File: src/rtl/gf180_sram_wb_ctrl_pkg.sv
// rtl/gf180_sram_wb_ctrl_pkg.sv - shared FSM encodings and SRAM pin idle levels
package gf180_sram_wb_ctrl_pkg;

  typedef enum logic [1:0] {
    ST_IDLE   = 2'd0,
    ST_ACCESS = 2'd1,
    ST_DRAIN  = 2'd2,
    ST_ACK    = 2'd3
  } state_t;

  localparam logic       CEN_IDLE  = 1'b1;
  localparam logic       GWEN_IDLE = 1'b1;
  localparam logic [7:0] WEN_NONE  = 8'hFF;
  localparam logic [7:0] WEN_ALL   = 8'h00;

endpackage

File: src/rtl/gf180_sram_wb_ctrl.sv
// rtl/gf180_sram_wb_ctrl.sv - Wishbone classic slave sequencing a gf180 512x8 SRAM macro
// One bus word becomes LANES byte cycles on the macro; all pins and bus outputs are registered.
module gf180_sram_wb_ctrl
  import gf180_sram_wb_ctrl_pkg::*;
#(
  parameter int SRAM_AW = 9,
  parameter int LANES   = 4
) (
  input  logic                 CLK,
  input  logic                 RST_N,
  input  logic                 wb_cyc_i,
  input  logic                 wb_stb_i,
  input  logic                 wb_we_i,
  input  logic [LANES-1:0]     wb_sel_i,
  input  logic [SRAM_AW-1:0]   wb_adr_i,
  input  logic [8*LANES-1:0]   wb_dat_i,
  output logic [8*LANES-1:0]   wb_dat_o,
  output logic                 wb_ack_o,
  output logic                 sram_cen,
  output logic                 sram_gwen,
  output logic [7:0]           sram_wen,
  output logic [SRAM_AW-1:0]   sram_a,
  output logic [7:0]           sram_d,
  input  logic [7:0]           sram_q
);

  localparam int BW  = $clog2(LANES);
  localparam int WAW = SRAM_AW - BW;
  localparam logic [BW-1:0] BEAT_LAST = BW'(LANES - 1);
  localparam logic [BW-1:0] BEAT_ONE  = BW'(1);

  state_t              state, state_n;
  logic [BW-1:0]       beat, beat_n;
  logic                we_q;
  logic [LANES-1:0]    sel_q;
  logic [WAW-1:0]      word_q;
  logic [8*LANES-1:0]  dat_q;

  logic                latch, issue, issue_we, ack_n;
  logic [BW-1:0]       issue_beat;
  logic [LANES-1:0]    issue_sel;
  logic [WAW-1:0]      issue_word;
  logic [8*LANES-1:0]  issue_dat;

  logic                cen_n, gwen_n;
  logic [7:0]          wen_n, d_n;
  logic [SRAM_AW-1:0]  a_n;

  logic                rd_q, cap_vld;
  logic [BW-1:0]       rd_beat_q, cap_lane;

  logic                adr_lsb_unused;
  assign adr_lsb_unused = ^wb_adr_i[BW-1:0];

  always_ff @(posedge CLK or negedge RST_N) begin
    if (!RST_N) begin
      state <= ST_IDLE;
      beat  <= '0;
    end else begin
      state <= state_n;
      beat  <= beat_n;
    end
  end

  // issue_* describes the beat whose pins get registered at this edge
  always_comb begin
    state_n    = state;
    beat_n     = beat;
    ack_n      = 1'b0;
    latch      = 1'b0;
    issue      = 1'b0;
    issue_beat = beat;
    issue_we   = we_q;
    issue_sel  = sel_q;
    issue_word = word_q;
    issue_dat  = dat_q;
    unique case (state)
      ST_IDLE: begin
        if (wb_cyc_i && wb_stb_i) begin
          latch      = 1'b1;
          state_n    = ST_ACCESS;
          beat_n     = '0;
          issue      = 1'b1;
          issue_beat = '0;
          issue_we   = wb_we_i;
          issue_sel  = wb_sel_i;
          issue_word = wb_adr_i[SRAM_AW-1:BW];
          issue_dat  = wb_dat_i;
        end
      end
      ST_ACCESS: begin
        if (!wb_cyc_i) begin
          state_n = ST_IDLE;
          beat_n  = '0;
        end else if (beat == BEAT_LAST) begin
          state_n = we_q ? ST_ACK : ST_DRAIN;
          ack_n   = we_q;
          beat_n  = '0;
        end else begin
          beat_n     = beat + BEAT_ONE;
          issue      = 1'b1;
          issue_beat = beat + BEAT_ONE;
        end
      end
      ST_DRAIN: begin
        if (!wb_cyc_i) begin
          state_n = ST_IDLE;
        end else begin
          state_n = ST_ACK;
          ack_n   = 1'b1;
        end
      end
      ST_ACK:  state_n = ST_IDLE;
      default: state_n = ST_IDLE;
    endcase
  end

  // address/data hold their last value while idle to avoid needless pin toggling
  always_comb begin
    cen_n  = CEN_IDLE;
    gwen_n = GWEN_IDLE;
    wen_n  = WEN_NONE;
    a_n    = sram_a;
    d_n    = sram_d;
    if (issue) begin
      a_n = {issue_word, issue_beat};
      if (!issue_we) begin
        cen_n = 1'b0;
      end else if (issue_sel[issue_beat]) begin
        cen_n  = 1'b0;
        gwen_n = 1'b0;
        wen_n  = WEN_ALL;
        d_n    = issue_dat[8*issue_beat +: 8];
      end
    end
  end

  always_ff @(posedge CLK or negedge RST_N) begin
    if (!RST_N) begin
      we_q      <= 1'b0;
      sel_q     <= '0;
      word_q    <= '0;
      dat_q     <= '0;
      sram_cen  <= CEN_IDLE;
      sram_gwen <= GWEN_IDLE;
      sram_wen  <= WEN_NONE;
      sram_a    <= '0;
      sram_d    <= '0;
      rd_q      <= 1'b0;
      rd_beat_q <= '0;
      cap_vld   <= 1'b0;
      cap_lane  <= '0;
      wb_ack_o  <= 1'b0;
      wb_dat_o  <= '0;
    end else begin
      if (latch) begin
        we_q   <= wb_we_i;
        sel_q  <= wb_sel_i;
        word_q <= wb_adr_i[SRAM_AW-1:BW];
        dat_q  <= wb_dat_i;
      end
      sram_cen  <= cen_n;
      sram_gwen <= gwen_n;
      sram_wen  <= wen_n;
      sram_a    <= a_n;
      sram_d    <= d_n;
      // rd_q tracks a read beat on the pins; macro data appears one cycle later
      rd_q      <= issue & ~issue_we;
      rd_beat_q <= issue_beat;
      cap_vld   <= rd_q;
      cap_lane  <= rd_beat_q;
      if (cap_vld) wb_dat_o[8*cap_lane +: 8] <= sram_q;
      wb_ack_o  <= ack_n;
    end
  end

endmodule

File: config.mk
export PLATFORM = sky130hd
export DESIGN_NAME = gf180_sram_wb_ctrl
export DESIGN_NICKNAME = d
export VERILOG_FILES = /design/src/rtl/gf180_sram_wb_ctrl_pkg.sv /design/src/rtl/gf180_sram_wb_ctrl.sv
export SDC_FILE = /design/constraint.sdc
export NUM_CORES = 1
export LEC_CHECK = 0
export ABC_AREA = 1
export CORE_MARGIN = 3
export CORE_UTILIZATION = 40
export DETAILED_ROUTE_END_ITERATION = 12
export GPL_TIMING_DRIVEN = 0
export PLACE_DENSITY = 0.69
export SLEW_MARGIN = 0
export SYNTH_ARGS = -nofsm -noshare
export SYNTH_HDL_FRONTEND = slang
export SYNTH_SLANG_ARGS = --single-unit
File: constraint.sdc
create_clock -name CLK -period 1.65 [get_ports CLK]
set_input_delay 0.165 -clock CLK [delete_from_list [all_inputs] [get_ports CLK]]
set_output_delay 0.165 -clock CLK [all_outputs]
set_load 0.02 [all_outputs]
==> results.yml <==
die:
  die_h_um: 117
  core-area_um2: 12100
  start_util: 0.411
  pin_count: 118
  die_w_um: 117
  rows: 40
  die-area_um2: 13800
logic_synthesis:
  syn_nets: 666
  yosys.area.top_type: "dfrtp_1"
  synth.mux.area_fraction: 0
  ys_seq_area_frac: 0.536
  ys_ff_latch: 106
  synth_compound_area_frac: 0.0871
  syn_inst: 597
  synth_top_family_by_area: "simple AND/OR/NAND/NOR gates"
  syn_avg_cell_area_um2: 8.30
  yosys.area_share.simple: 0.227
  synth_xor_area_frac: 0
  synthAdderAreaFrac: 0.0278
  synth_top_area_share: 0.525
  ys_types: 28
  yosys_warnings: 0
  syn_area_um2: 4950
  synth_area_leaders: "dfrtp_1 53%, nand2_1 16%, inv_1 7.3%"
sta:
  final_hold_viol_count: 0
  worst_slack_ns: -0.300
  layout_min_cycle_time_ns: 1.95
  slew_headroom: 0.636
  worstMarginPinSlew_ns: 0.546
  rsz0062_at_grt: "yes"
  fin_worst_skew_ns: 0.0122
  min_period_over_period: 1.18
  clock.fmax_mhz: 513
  final.setup.tns_ns: -3.72
  setup_viol: 21
  slew_violations: 0
critical_path:
  critPathLaunchType: "flip-flop"
  slowest_stage: "dfrtp_1"
  cpMostUsedCell: "nand2_1"
  cpPeakStageDelay_ns: 0.40
  end_kind: "flip-flop"
  cp.required_ns: 1.89
  worstPathArrival_ns: 2.19
  path_cells: "inv_2 > ha_4 > inv_4 > nor2_4 > buf_12 > buf_6 > nand2_1 > nand2_1 > nand2_1 > nand3_1 > nand2_1 > nand3_1 > nand2_2"
  crit_type: "reg2reg"
  cp_max_fo: 10
global_route:
  antenna_found_initial: 0
  grt_pass1_vias: 4484
  grt_start_max_net_pins: 67
  grt_pass1_wl_um: 21800
  grtUsageTotal: 0.203
  overflow: 0
power:
  p_int_uw: 8560
  p_seq_frac: 0.301
  p_leak_uw: 0.00365
  comb_power_share: 0.546
  max-vdd-ir-drop_uv: 933
  cellPowerDensity_nw_per_um2: 1940
  power_uw: 14500
  switching_power_uw: 5960
  swShare: 0.410
  clockPowerShare: 0.153
layout:
  multiInputGateArea_um2: 2020
  fill_cells: 970
  seqCellArea_um2: 2660
  area.growth.synth_to_final_pct: 51.2
  antenna_cells: 0
  nets: 834
  layout-drive-gt1-share: 0.226
clock_tree:
  cts.sinks: 106
  cts_made_buffers: 9
  clockRootBuffer: "clkbuf_16"
  cts.htree.levels: 3
  clk_latency_ns: 0.35
  cts.clk_slew.worst_paths_ns: 0.07
  tritoncts: "done"
  cts_max_path_buffers: 2
outcome:
  outcome: "complete, but fails checks"
  violations: "negative setup slack"
routing:
  totalWireLength_um: 14100
  vias: 4603
  antenna_left: 0
  wl_per_cell_um: 15.1
  viasPerCell: 4.91
  drt_iter0_drc: 381
  dr.pass1.iters: 7
  drc: 0
placement:
  globalplace.congestion: 0.865
  io_buffers: 114
  hpwl_um: 9130
worst_hold_path:
  holdCritPathClass: "in2reg"
flow_run:
  timing.max_cap.violations: 0
kinds of logic (layout without fill, tap and decap cells):
kind of cell | after synthesis | after routing
and+or+nand+nor | 269 | 271
AOI/OAI and AO/OA | 81 | 81
buffers and inverters | 130 | 301
adders and majority gates | 11 | 11
DFF | 106 | 106
cell usage in the layout, fill, tap and decap left out, types with 8 or more instances in the layout:
cell	n
buf_4	37
clkbuf_16	13
clkdlybuf4s50_1	103
nor2_1	8
o21ai_2	23
dfrtp_1	104
nand2_2	19
nand3_1	26
dlygate4sd2_1	9
nand2_1	186
o21ai_1	17
buf_6	17
a31oi_1	8
inv_1	90
o21ai_0	29
worst paths after layout:
path	cells after the start	slack (ns)	startpoint	end
min reg2reg	0	0.34	rd_beat_q[0]	cap_lane[0]
min in group asynchronous	2	0.36	RST_N	sram_a[3]
max reg2reg	13	-0.30	state[1]	sram_d[6]
min	3	0.23	wb_cyc_i	beat[1]
max	13	-0.30	state[1]	sram_d[6]
max in group asynchronous	3	0.57	RST_N	sram_cen
power by group through the flow:
stage,clock network (µW),logic [µW],registers [µW]
3_5_place_dp,0,6100,4340
6_report,2220,7930,4360
2_1_floorplan,0,3130,4900
4_1_cts,2260,7090,4320
3_3_place_gp,0,5920,4310
5_1_grt,2360,8600,4490
flip-flops by register name, indices dropped and copies added, names as in the netlist, 2 cells and up:
register   cells
sel_q          4
state          2
dat_q         32
sram_a         9
word_q         7
sram_d         8
rd_beat_q      2
cap_lane       2
wb_dat_o      32
beat           2
through the flow:
| step | instance area [µm²] | instances | utilization | hold slack [ns] | setup WS [ns] |
|---|---|---|---|---|---|
| global placement | 6330 | 879 | 0.524 | 0.333 | -3.54 |
| finish | 7490 | 938 | 0.621 | 0.231 | -0.300 |
| CTS | 7090 | 923 | 0.588 | 0.230 | -0.200 |
| floorplan | 4970 | 597 | - | -0.131 | 0.0102 |
| global route | 7490 | 938 | 0.621 | 0.289 | -0.398 |
| detailed placement | 6350 | 880 | 0.527 | 0.184 | -0.394 |
synthesized netlist by cell type, drive strengths merged:
master / n
a21boi: 2
a31oi: 8
buf: 28
clkbuf: 2
dfrtp: 104
dfstp: 2
ha: 11
inv: 100
nand2: 211
nand3: 35
nand4: 2
nor2: 19
nor3: 1
o21ai: 70
o221ai: 1
or3: 1
per-layer routing:
| metal | part of all wire | vias to the layer above | track usage |
|---|---|---|---|
| met5 | 0 | - | 0 |
| met4 | 0.027 | 0 | 0.0665 |
| met3 | 0.060 | 31 | 0.0334 |
| met2 | 0.51 | 185 | 0.343 |
| met1 | 0.40 | 2214 | 0.267 |
| li1 | - | 2173 | - |
worst max-delay path: cells and delay by family (launching register included):
| kind | cells | cell delay, ns |
|---|---|---|
| buffers and inverters | 4 | 0.44 |
| flip-flops | 1 | 0.40 |
| adder cells (fa/ha/maj) | 1 | 0.17 |
| AND/OR/NAND/NOR | 8 | 0.82 |
area by class of cell:
cell class / count / area share
plain buffers: 29 / 0.0426
clock buffers: 11 / 0.0311
clock inverters: 5 / 0.00902
inverters: 100 / 0.0520
multi-input cells: 363 / 0.270
flip-flops and latches: 106 / 0.355
well taps: 168 / 0.0281
repair buffers: 156 / 0.213
repair_timing:
action	CTS	global route
endpoints found under the hold margin	39	0
cloned	4	4
endpoints found under the setup margin	59	62
hold buffers	1	0
buffers inserted	23	12
pin swaps	10	18
gates resized for setup	67	83
Note: power is estimated with default switching activity, not from simulation.
